<file path="config.mk">
export PLATFORM = sky130hd
export DESIGN_NAME = func_unit_r
export DESIGN_NICKNAME = d
export VERILOG_FILES = /design/src/rtl/tomasulo_pkg.sv /design/src/rtl/alu_r_comb.sv /design/src/rtl/func_unit_r.sv
export SDC_FILE = /design/constraint.sdc
export NUM_CORES = 1
export LEC_CHECK = 0
export ABC_CLOCK_PERIOD_IN_PS = 8950
export BUFFER_PORTS_ARGS = -buffer_cell sky130_fd_sc_hd__buf_2
export CELL_PAD_IN_SITES_DETAIL_PLACEMENT = 1
export CELL_PAD_IN_SITES_GLOBAL_PLACEMENT = 1
export CORE_ASPECT_RATIO = 0.7
export CORE_UTILIZATION = 35
export CTS_BUF_LIST = sky130_fd_sc_hd__clkbuf_4 sky130_fd_sc_hd__clkbuf_8
export DETAILED_ROUTE_END_ITERATION = 8
export PLACE_DENSITY = 0.7
export SETUP_SLACK_MARGIN = 0.02
export SLEW_MARGIN = 15
export SYNTH_ARGS = -nofsm -noshare
export SYNTH_HDL_FRONTEND = slang
export SYNTH_SLANG_ARGS = --single-unit
</file>
<file path="constraint.sdc">
create_clock -name Clock -period 8.95 [get_ports Clock]
set_clock_uncertainty 0.2 [all_clocks]
set_input_delay 0.895 -clock Clock [delete_from_list [all_inputs] [get_ports Clock]]
set_output_delay 0.895 -clock Clock [all_outputs]
set_load 0.05 [all_outputs]
</file>
<file path="src/rtl/tomasulo_pkg.sv">
// -----------------------------------------------------------------------------
// tomasulo_pkg
// Shared definitions for the Tomasulo core. The reservation stations use the
// same ones.
//   - Default operand/result width (DATA_W) and station tag width (TAG_W).
//   - TAG_NONE: the tag value that means "no producer".
//   - R-type opcode encodings OP_ADD .. OP_MUL.
//   - Functional-unit FSM state encoding.
// No ports (package).
// -----------------------------------------------------------------------------
package tomasulo_pkg;

    localparam int DATA_W = 16;
    localparam int TAG_W  = 3;

    localparam logic [TAG_W-1:0] TAG_NONE = '0;

    localparam logic [2:0] OP_ADD = 3'b000;
    localparam logic [2:0] OP_SUB = 3'b001;
    localparam logic [2:0] OP_AND = 3'b010;
    localparam logic [2:0] OP_OR  = 3'b011;
    localparam logic [2:0] OP_SLT = 3'b100;
    localparam logic [2:0] OP_SLL = 3'b101;
    localparam logic [2:0] OP_SRL = 3'b110;
    localparam logic [2:0] OP_MUL = 3'b111;

    typedef enum logic [1:0] {
        ST_IDLE = 2'd0,
        ST_EXEC = 2'd1,
        ST_WB   = 2'd2
    } fu_state_t;

endpackage

</file>
<file path="src/rtl/alu_r_comb.sv">
// -----------------------------------------------------------------------------
// alu_r_comb
// Purely combinational R-type datapath: opcode, operand A, operand B -> result.
// Optional feature macro: FU_MUL_EN.
//   - Defined: opcode 111 returns the low DATA_W bits of the unsigned product.
//   - Undefined: no multiplier is built, and opcode 111 returns 0.
// Ports:
//   op  in  3       operation select (OP_* encodings)
//   a   in  DATA_W  operand A (Vj)
//   b   in  DATA_W  operand B (Vk); only b[3:0] is used for shifts
//   y   out DATA_W  result
// -----------------------------------------------------------------------------
module alu_r_comb #(
    parameter int DATA_W = 16
) (
    input  logic [2:0]        op,
    input  logic [DATA_W-1:0] a,
    input  logic [DATA_W-1:0] b,
    output logic [DATA_W-1:0] y
);
    import tomasulo_pkg::*;

    logic slt_bit;

    always_comb begin
        slt_bit = ($signed(a) < $signed(b));
        y       = '0;
        case (op)
            OP_ADD: y = a + b;
            OP_SUB: y = a - b;
            OP_AND: y = a & b;
            OP_OR:  y = a | b;
            OP_SLT: y = {{(DATA_W-1){1'b0}}, slt_bit};
            OP_SLL: y = a << b[3:0];
            OP_SRL: y = a >> b[3:0];
`ifdef FU_MUL_EN
            OP_MUL: y = a * b;          // product truncated to its low DATA_W bits
`else
            OP_MUL: y = '0;             // zero result, still broadcast so dependants wake up
`endif
            default: y = '0;
        endcase
    end

endmodule

</file>
<file path="src/rtl/func_unit_r.sv">
// -----------------------------------------------------------------------------
// func_unit_r
// R-type functional unit behind the R reservation station. It accepts one
// dispatched operation and runs it for that operation's latency. It then
// requests the CDB and broadcasts tag + result on grant.
// Optional feature macro: FU_MUL_EN (MUL with MUL_LAT latency; otherwise MUL
// finishes in 1 cycle with result 0).
// Ports:
//   Clock      in   1       rising-edge clock
//   Reset      in   1       asynchronous active-high reset
//   Start      in   1       dispatch strobe
//   Opcode     in   3       operation select
//   Vj, Vk     in   DATA_W  operands (Vk[3:0] is the shift amount)
//   Tag        in   TAG_W   issuing station id (0 = no producer, ignored)
//   Busy       out  1       unit occupied (EXEC or WB)
//   Cdb_req    out  1       CDB request, held until granted
//   Cdb_grant  in   1       arbiter grant
//   Cdb_valid  out  1       broadcast valid (Cdb_req & Cdb_grant)
//   Cdb_tag    out  TAG_W   broadcast tag, 0 unless Cdb_valid
//   Cdb_data   out  DATA_W  broadcast result, 0 unless Cdb_valid
// Handshake: a result is transferred on every cycle where Cdb_req and
// Cdb_grant are both high. Cdb_req never drops before that cycle, and a grant
// without a request is ignored.
// -----------------------------------------------------------------------------
module func_unit_r #(
    parameter int DATA_W  = 16,
    parameter int TAG_W   = 3,
    parameter int ADD_LAT = 2,
    parameter int MUL_LAT = 4
) (
    input  logic              Clock,
    input  logic              Reset,
    input  logic              Start,
    input  logic [2:0]        Opcode,
    input  logic [DATA_W-1:0] Vj,
    input  logic [DATA_W-1:0] Vk,
    input  logic [TAG_W-1:0]  Tag,
    output logic              Busy,
    output logic              Cdb_req,
    input  logic              Cdb_grant,
    output logic              Cdb_valid,
    output logic [TAG_W-1:0]  Cdb_tag,
    output logic [DATA_W-1:0] Cdb_data
);
    import tomasulo_pkg::*;

    localparam int MAX_LAT = (ADD_LAT > MUL_LAT) ? ADD_LAT : MUL_LAT;
    localparam int CNT_W   = $clog2(MAX_LAT) + 1;

    fu_state_t         state;
    logic [CNT_W-1:0]  cnt;
    logic [CNT_W-1:0]  lat_m1;
    logic [2:0]        op_r;
    logic [DATA_W-1:0] vj_r;
    logic [DATA_W-1:0] vk_r;
    logic [TAG_W-1:0]  tag_r;
    logic [DATA_W-1:0] result_r;
    logic [DATA_W-1:0] alu_y;
    logic              busy_r;
    logic              req_r;

    // Latency minus one for the incoming opcode. The counter counts down to 0.
    always_comb begin
        lat_m1 = '0;
        case (Opcode)
            OP_ADD, OP_SUB: lat_m1 = CNT_W'(ADD_LAT - 1);
`ifdef FU_MUL_EN
            OP_MUL:         lat_m1 = CNT_W'(MUL_LAT - 1);
`endif
            default:        lat_m1 = '0;
        endcase
    end

    // The datapath works only on the operands latched at acceptance.
    alu_r_comb #(.DATA_W(DATA_W)) u_alu (
        .op (op_r),
        .a  (vj_r),
        .b  (vk_r),
        .y  (alu_y)
    );

    always_ff @(posedge Clock or posedge Reset) begin
        if (Reset) begin
            state    <= ST_IDLE;
            cnt      <= '0;
            op_r     <= '0;
            vj_r     <= '0;
            vk_r     <= '0;
            tag_r    <= '0;
            result_r <= '0;
            busy_r   <= 1'b0;
            req_r    <= 1'b0;
        end else begin
            case (state)
                ST_IDLE: begin
                    if (Start && (Tag != TAG_W'(TAG_NONE))) begin
                        op_r   <= Opcode;
                        vj_r   <= Vj;
                        vk_r   <= Vk;
                        tag_r  <= Tag;
                        cnt    <= lat_m1;
                        busy_r <= 1'b1;
                        state  <= ST_EXEC;
                    end
                end
                ST_EXEC: begin
                    if (cnt == '0) begin
                        result_r <= alu_y;
                        req_r    <= 1'b1;
                        state    <= ST_WB;
                    end else begin
                        cnt <= cnt - 1'b1;
                    end
                end
                ST_WB: begin
                    if (Cdb_grant) begin
                        req_r  <= 1'b0;
                        busy_r <= 1'b0;
                        state  <= ST_IDLE;
                    end
                end
                default: begin
                    req_r  <= 1'b0;
                    busy_r <= 1'b0;
                    state  <= ST_IDLE;
                end
            endcase
        end
    end

    assign Busy      = busy_r;
    assign Cdb_req   = req_r;
    assign Cdb_valid = req_r & Cdb_grant;
    // The bus lines stay quiet unless this unit actually owns the CDB.
    assign Cdb_tag   = Cdb_valid ? tag_r    : '0;
    assign Cdb_data  = Cdb_valid ? result_r : '0;

endmodule

</file>
==> results.tsv, run 1 <==
stage	metric	value	unit
timing	RSZ-0062 raised after global routing	false	
placement	# port buffers	63	
timing	Tcrit/Tclk final	0.380	
run	MaxCap Viol Count	0	
synthesis	average instance area after synthesis	8.44	um^2
synthesis	Post-synth EDFFs	0	
global_route	vias in the first global route	5857	
final_layout	Area Overhead vs Synth	10.7	%
cts	Post-CTS Repair Setup Buffers	0	
cts	CTS buffer count	9	
min_path	Cells on Worst Hold Path	2	
drt	post-detailed-route count of antenna-violating nets	0	
synthesis	Seq/Total Area, Yosys	0.251	
global_route	initial antenna violation count	2	
synthesis	cell count after synthesis	721	
worst_setup_path	cells on worst reg2reg path	9	
cts	clock sink total	61	
worst_setup_path	Startpoint Class	flip-flop	
cts	hold-fix buffers at CTS	0	
cts	Root Driver	clkbuf_8	
final_layout	share of cells above drive strength 1	0.197	
placement	post-detail-place hpwl	17000	um
final_layout	Inserted Diodes	0	
worst_setup_path	Crit. End Element	flip-flop	
drt	routed len/inst	22.5	um
synthesis	number of synthesized register bits	61	
floorplan	chip height	112	um
floorplan	Starting Density	0.366	
worst_setup_path	crit path kind	reg -> reg	
drt	DRC errors left	0	
timing	Max Freq	0.294	GHz
worst_setup_path	CP Data Required Time	9030	ps
cts	Resize count post-CTS	0	
drt	length of the first detailed-routing pass in iterations	5	
synthesis	synth unique cells	79	
worst_setup_path	arrival time of the worst setup path	3480	ps
timing	Setup WS post-layout	5550	ps
cts	clock latency at the later pin of the worst-skew pair	390	ps
drt	Iter 0 DRT Violations	480	
placement	placed inst area	6530	um^2
synthesis	area of the mapped netlist	6080	um^2
final_layout	nets@finish	851	
floorplan	core area	16600	um^2
drt	via count	5793	
drt	final WL	22100	um
timing	number of max-slew violations in the final report	0	
global_route	largest net degree at the start of global routing	62	
synthesis	Syn Nets	816	
floorplan	I/O pin cnt	64	
synthesis	Most used DFF post-synth	dfrtp_1	
global_route	Remaining Overflow, GRT	0	
worst_setup_path	Crit-path slowest cell	ha_1	
timing	relative slew slack	0.292	
final_layout	Final Cell Area	6730	um^2
cts	CTS max path bufs	2	
cts	clk slew on worst S/H paths	90	ps
cts	H-tree depth	3	
worst_setup_path	crit path max fanout	17	
outcome	run status	completed	
floorplan	die extent in x	160	um
global_route	GRT Resource Usage Total	0.257	
drt	Via-to-Cell Ratio	5.88	
synthesis	Async SR Flop Fraction	1.00	
min_path	Hold Path Class	reg -> reg	
floorplan	# rows	39	
placement	worst slack at placement	5550	ps
global_route	first-pass GRT wire length	35000	um
timing	setup TNS	0	ps
timing	final setup fails	0	
worst_setup_path	critical path cell sequence	clkinv_1, ha_1, nor3_2, o311ai_2, a21boi_1, o41a_1, and4_1, a311oi_1, a21oi_1	
worst_setup_path	CP max stage delay	700	ps
timing	Slew @ Worst Pin	1060	ps
placement	Final Wtd Congestion	1.01	
timing	Fin. Hold Viols	0	
floorplan	die area	17900	um^2
synthesis	Synth warnings	0	
cts	CTS tree	built	
timing	minimum clock period	3400	ps
==> worst max-delay path: cells and delay by family, from the launching register on <==
kind	cells	cell delay (ps)
AOI/OAI and AO/OA	5	1240
and+or+nand+nor	2	330
DFF	1	350
buffers and inverters	1	460
adders and majority gates	1	700
==> metal layers <==
layer,vias to the layer above,wire [um],track usage
met5,-,9,0
met4,2,213,0.0519
met3,21,1930,0.0761
met2,207,8910,0.362
met1,2862,11100,0.383
li1,2701,-,-
==> layout by cell type, fill, tap and decap left out, drive strengths merged, types with 3 or more instances in the layout <==
cell / synthesis / final
nor2: 70 / 70
buf: 19 / 69
dfrtp: 61 / 61
inv: 55 / 56
ha: 51 / 51
mux2: 46 / 46
nand2: 45 / 45
o21ai: 44 / 44
a21oi: 42 / 42
mux2i: 28 / 28
and3: 20 / 20
nand2b: 13 / 13
a211oi: 13 / 13
o22ai: 12 / 12
xnor2: 12 / 12
nor3: 12 / 12
o211ai: 11 / 11
nand3: 11 / 11
clkbuf: 26 / 9
o31ai: 9 / 9
a221oi: 7 / 7
nor2b: 6 / 6
or3: 6 / 6
a31oi: 6 / 6
mux4: 6 / 6
a21o: 5 / 5
clkinv: 1 / 5
o31a: 4 / 4
o21a: 4 / 4
o41ai: 4 / 4
nand3b: 3 / 3
or2: 3 / 3
a211o: 3 / 3
a22oi: 3 / 3
and2: 3 / 3
a2111o: 3 / 3
nor4: 3 / 3
o21bai: 3 / 3
o22a: 3 / 3
o2bb2ai: 3 / 3
==> state kept, by name, indices dropped and copies added, names as in the netlist <==
register and cells:
vj_r 16, cnt 3, result_r 16, vk_r 16, op_r 3, state 2, Cdb_req 1, Busy 1
tag_r 3
==> worst paths after layout <==
check	start	end	slack, ps
worst max-delay path	vk_r[2]$_DFFE_PP0P_	result_r[12]$_DFFE_PP0P_	5550
worst min-delay path	result_r[1]$_DFFE_PP0P_	result_r[1]$_DFFE_PP0P_	280
worst max register to register	vk_r[2]$_DFFE_PP0P_	result_r[12]$_DFFE_PP0P_	5550
worst min register to register	result_r[1]$_DFFE_PP0P_	result_r[1]$_DFFE_PP0P_	280
max in group asynchronous	Reset	result_r[6]$_DFFE_PP0P_	7470
min in group asynchronous	Reset	vj_r[12]$_DFFE_PP0P_	540
==> cells in the mapped netlist, drive strengths merged (13+ instances only) <==
cell / n / area (um^2)
nor2: 70 / 265
dfrtp: 61 / 1530
inv: 55 / 206
ha: 51 / 638
mux2: 46 / 518
nand2: 45 / 169
o21ai: 44 / 220
a21oi: 42 / 210
mux2i: 28 / 280
clkbuf: 26 / 97.6
and3: 20 / 125
buf: 19 / 95.1
a211oi: 13 / 97.6
nand2b: 13 / 81.3
==> metrics by stage <==
stage | instances | hold slack, ps | util
CTS | 986 | 292 | 0.405
global placement | 970 | 259 | 0.393
finish | 986 | 282 | 0.405
floorplan | 721 | 243 | -
detailed placement | 970 | 274 | 0.393
global route | 986 | 323 | 0.405
==> cell type report <==
cell class | instances | area (um^2)
fill | 2025 | 9910
multi-input combinational | 559 | 4160
sequential | 61 | 1530
timing repair buffer | 69 | 360
tap | 225 | 282
inverter | 56 | 210
clock buffer | 9 | 124
clock inverter | 7 | 73.8
==> logic make-up after synthesis <==
family / Yosys count / share of synthesized area
buffers and inverters: 101 / 0.0662
DFF: 61 / 0.251
AOI/OAI and AO/OA: 208 / 0.235
muxes: 80 / 0.153
and+or+nand+nor: 204 / 0.163
xor gates and xnor gates: 14 / 0.0202
adders and majority gates: 53 / 0.111
Power of run 1 is left out: the tool's default activity adds up to more than one toggle a clock period on the data nets, which glitch-free logic cannot reach.
==> inputs of run 2 (changes only) <==
- ABC_AREA: default -> 1
- ABC_CLOCK_PERIOD_IN_PS: 8950 -> 3000
- PLACE_DENSITY: 0.7 -> 0.78
- clock period: 8.95 -> 3 ns (I/O delays scaled with it)
==> run 2 against run 1 <==
  * Critical path depth up 2
  * Sequential share of layout area down 2.1 points
  * Critical path type unchanged
  * Register-to-register slack worse by 5300 ps
==> results.tsv, run 2 <==
stage	metric	value	unit	change
placement	# port buffers	63		unchanged
synthesis	top-count cell post-synth	nand2_1		
min_path	Hold Path Class	in -> reg		
synthesis	Post-synth EDFFs	0		unchanged
final_layout	share of cells above drive strength 1	0.0892		-0.108
synthesis	Synth area leader	dfrtp_1		
floorplan	die area	18600	um^2	+3.6%
global_route	largest net degree at the start of global routing	80		+29%
synthesis	number of synthesized register bits	61		unchanged
final_layout	Area Overhead vs Synth	17.4	%	
drt	length of the first detailed-routing pass in iterations	5		unchanged
global_route	vias in the first global route	7368		+26%
timing	RSZ-0062 raised after global routing	false		
cts	CTS tree	built		
placement	Final Wtd Congestion	1.01		about the same
final_layout	FF+latch area	1530	um^2	unchanged
cts	Resize count post-CTS	0		unchanged
cts	CTS max path bufs	2		unchanged
drt	via count	7510		+30%
global_route	initial antenna violation count	0		-2
final_layout	most common cell after layout, fill and taps aside	nand2_1		
final_layout	largest registers	result_r x16, vj_r x16, vk_r x16		
synthesis	Seq/Total Area, Yosys	0.242		-0.00882
floorplan	Starting Density	0.363		-0.00255
timing	minimum clock period	2740	ps	-657 ps
worst_setup_path	crit path max fanout	7		-10
cts	Root Driver	clkbuf_8		
floorplan	I/O pin cnt	64		unchanged
timing	Slew @ Worst Pin	771	ps	-287 ps
final_layout	fin util	0.426		+0.0217
floorplan	chip height	114	um	+1.8%
worst_setup_path	crit path kind	reg -> reg		
final_layout	commonest cells after routing, fill and taps aside	nand2_1 (303), inv_1 (148), nor2_1 (143)		
drt	routed len/inst	19.2	um	-14%
synthesis	synth unique cells	32		-59%
cts	Post-CTS Repair Setup Buffers	0		unchanged
floorplan	die extent in x	162	um	+1.8%
drt	Iter 0 DRT Violations	763		+59%
synthesis	Syn Nets	1162		+42%
final_layout	multi-input logic area	4010	um^2	-3.4%
final_layout	Inserted Diodes	0		unchanged
placement	post-detail-place hpwl	21000	um	+23%
drt	final WL	26700	um	+20%
drt	Via-to-Cell Ratio	5.42		-7.8%
global_route	Remaining Overflow, GRT	0		unchanged
worst_setup_path	arrival time of the worst setup path	2800	ps	-680 ps
outcome	run status	completed		
worst_setup_path	Crit. End Element	flip-flop		
synthesis	most common library cells after synthesis	nand2_1 (304), inv_1 (149), nor2_1 (143), nand3_1 (128), a21oi_1 (79)		
final_layout	nets@finish	1245		+46%
synthesis	Yosys top cell area share	0.242		-0.00882
drt	DRC errors left	0		unchanged
worst_setup_path	Startpoint Class	flip-flop		
synthesis	area of the mapped netlist	6300	um^2	+3.6%
synthesis	Synth warnings	0		unchanged
synthesis	average instance area after synthesis	5.91	um^2	-30%
final_layout	Fill cells	2392		+18%
timing	Tcrit/Tclk final	0.915		+0.535
global_route	first-pass GRT wire length	41500	um	+19%
timing	Max Freq	0.364	GHz	+24%
cts	H-tree depth	3		unchanged
synthesis	cell count after synthesis	1067		+48%
synthesis	Synth area leaders	dfrtp_1 (24%), nand2_1 (18%), nand3_1 (10%)		
floorplan	# rows	40		+2.6%
cts	clock latency at the later pin of the worst-skew pair	380	ps	about the same
timing	final setup fails	0		unchanged
drt	post-detailed-route count of antenna-violating nets	0		unchanged
run	MaxCap Viol Count	0		unchanged
cts	CTS buffer count	9		unchanged
synthesis	Async SR Flop Fraction	1.00		unchanged
cts	clock sink total	61		unchanged
synthesis	Most used DFF post-synth	dfrtp_1		
global_route	GRT Resource Usage Total	0.300		+0.0423
timing	Fin. Hold Viols	0		unchanged
worst_setup_path	CP Data Required Time	3050	ps	-5980 ps
timing	relative slew slack	0.485		+0.193
timing	setup TNS	0	ps	unchanged
floorplan	core area	17400	um^2	+4.4%
timing	number of max-slew violations in the final report	0		unchanged
cts	clk slew on worst S/H paths	90	ps	about the same
-- run 2: layer usage --
metal | wire length [um] | global-route usage | up-vias
met5 | 0 | 0 | -
met4 | 600 | 0.0881 | 0
met3 | 2630 | 0.0699 | 49
met2 | 10700 | 0.429 | 316
met1 | 12700 | 0.440 | 3615
li1 | - | - | 3530
-- run 2: repair_timing --
item | 4_1_cts | 5_1_grt
hold buffers | 33 | 0
endpoints found under the setup margin | 0 | 0
endpoints found under the hold margin | 93 | 0
-- run 2: area by class of cell --
class,instances,share of cell area
timing repair buffer,115,0.108
sequential,61,0.206
inverter,152,0.0771
clock buffer,9,0.0167
multi-input combinational,811,0.542
clock inverter,7,0.0106
tap,231,0.0390
-- run 2: per-stage QoR --
step / worst slack (ps) / std cells / hold slack (ps) / cell area (um^2)
4_1_cts: 369 / 1386 / 2.48 / 7400
3_3_place_gp: 405 / 1337 / -5.60 / 6870
3_5_place_dp: 381 / 1337 / -1.27 / 6870
5_1_grt: 152 / 1386 / 13.9 / 7400
2_1_floorplan: 516 / 1067 / 207 / 6300
6_report: 255 / 1386 / 15.8 / 7400
-- run 2: worst paths after layout --
path	startpoint	to	slack (ps)	cells after the start
worst max-delay path	vj_r[4]$_DFFE_PP0P_	result_r[5]$_DFFE_PP0P_	260	11
worst min-delay path	Opcode[2]	op_r[2]$_DFFE_PP0P_	20	3
worst max register to register	vj_r[4]$_DFFE_PP0P_	result_r[5]$_DFFE_PP0P_	260	11
worst min register to register	result_r[15]$_DFFE_PP0P_	result_r[15]$_DFFE_PP0P_	280	2
max in group asynchronous	Reset	result_r[1]$_DFFE_PP0P_	1790	4
min in group asynchronous	Reset	cnt[1]$_DFFE_PP0P_	160	3
-- run 2: worst max-delay path, cell delays in order (launching register included) --
cell and delay [ps]:
dfrtp_1 450, inv_1 90, ha_1 470, inv_1 140
nand2_1 110, nand2_1 90, inv_1 60, nand3_1 230
o21ai_0 250, o21ai_0 150, nor3_1 310, nor2_1 60
-- run 2: cell families after synthesis --
family / after synthesis / share of synthesized area
adder cells (fa/ha/maj): 53 / 0.108
XOR/XNOR: 4 / 0.00556
buffers and inverters: 195 / 0.122
AND/OR/NAND/NOR: 612 / 0.404
flip-flops: 61 / 0.242
AO/OA/AOI/OAI: 141 / 0.117
multiplexers: 1 / 0.00159
Power of run 2 is left out for the same reason.
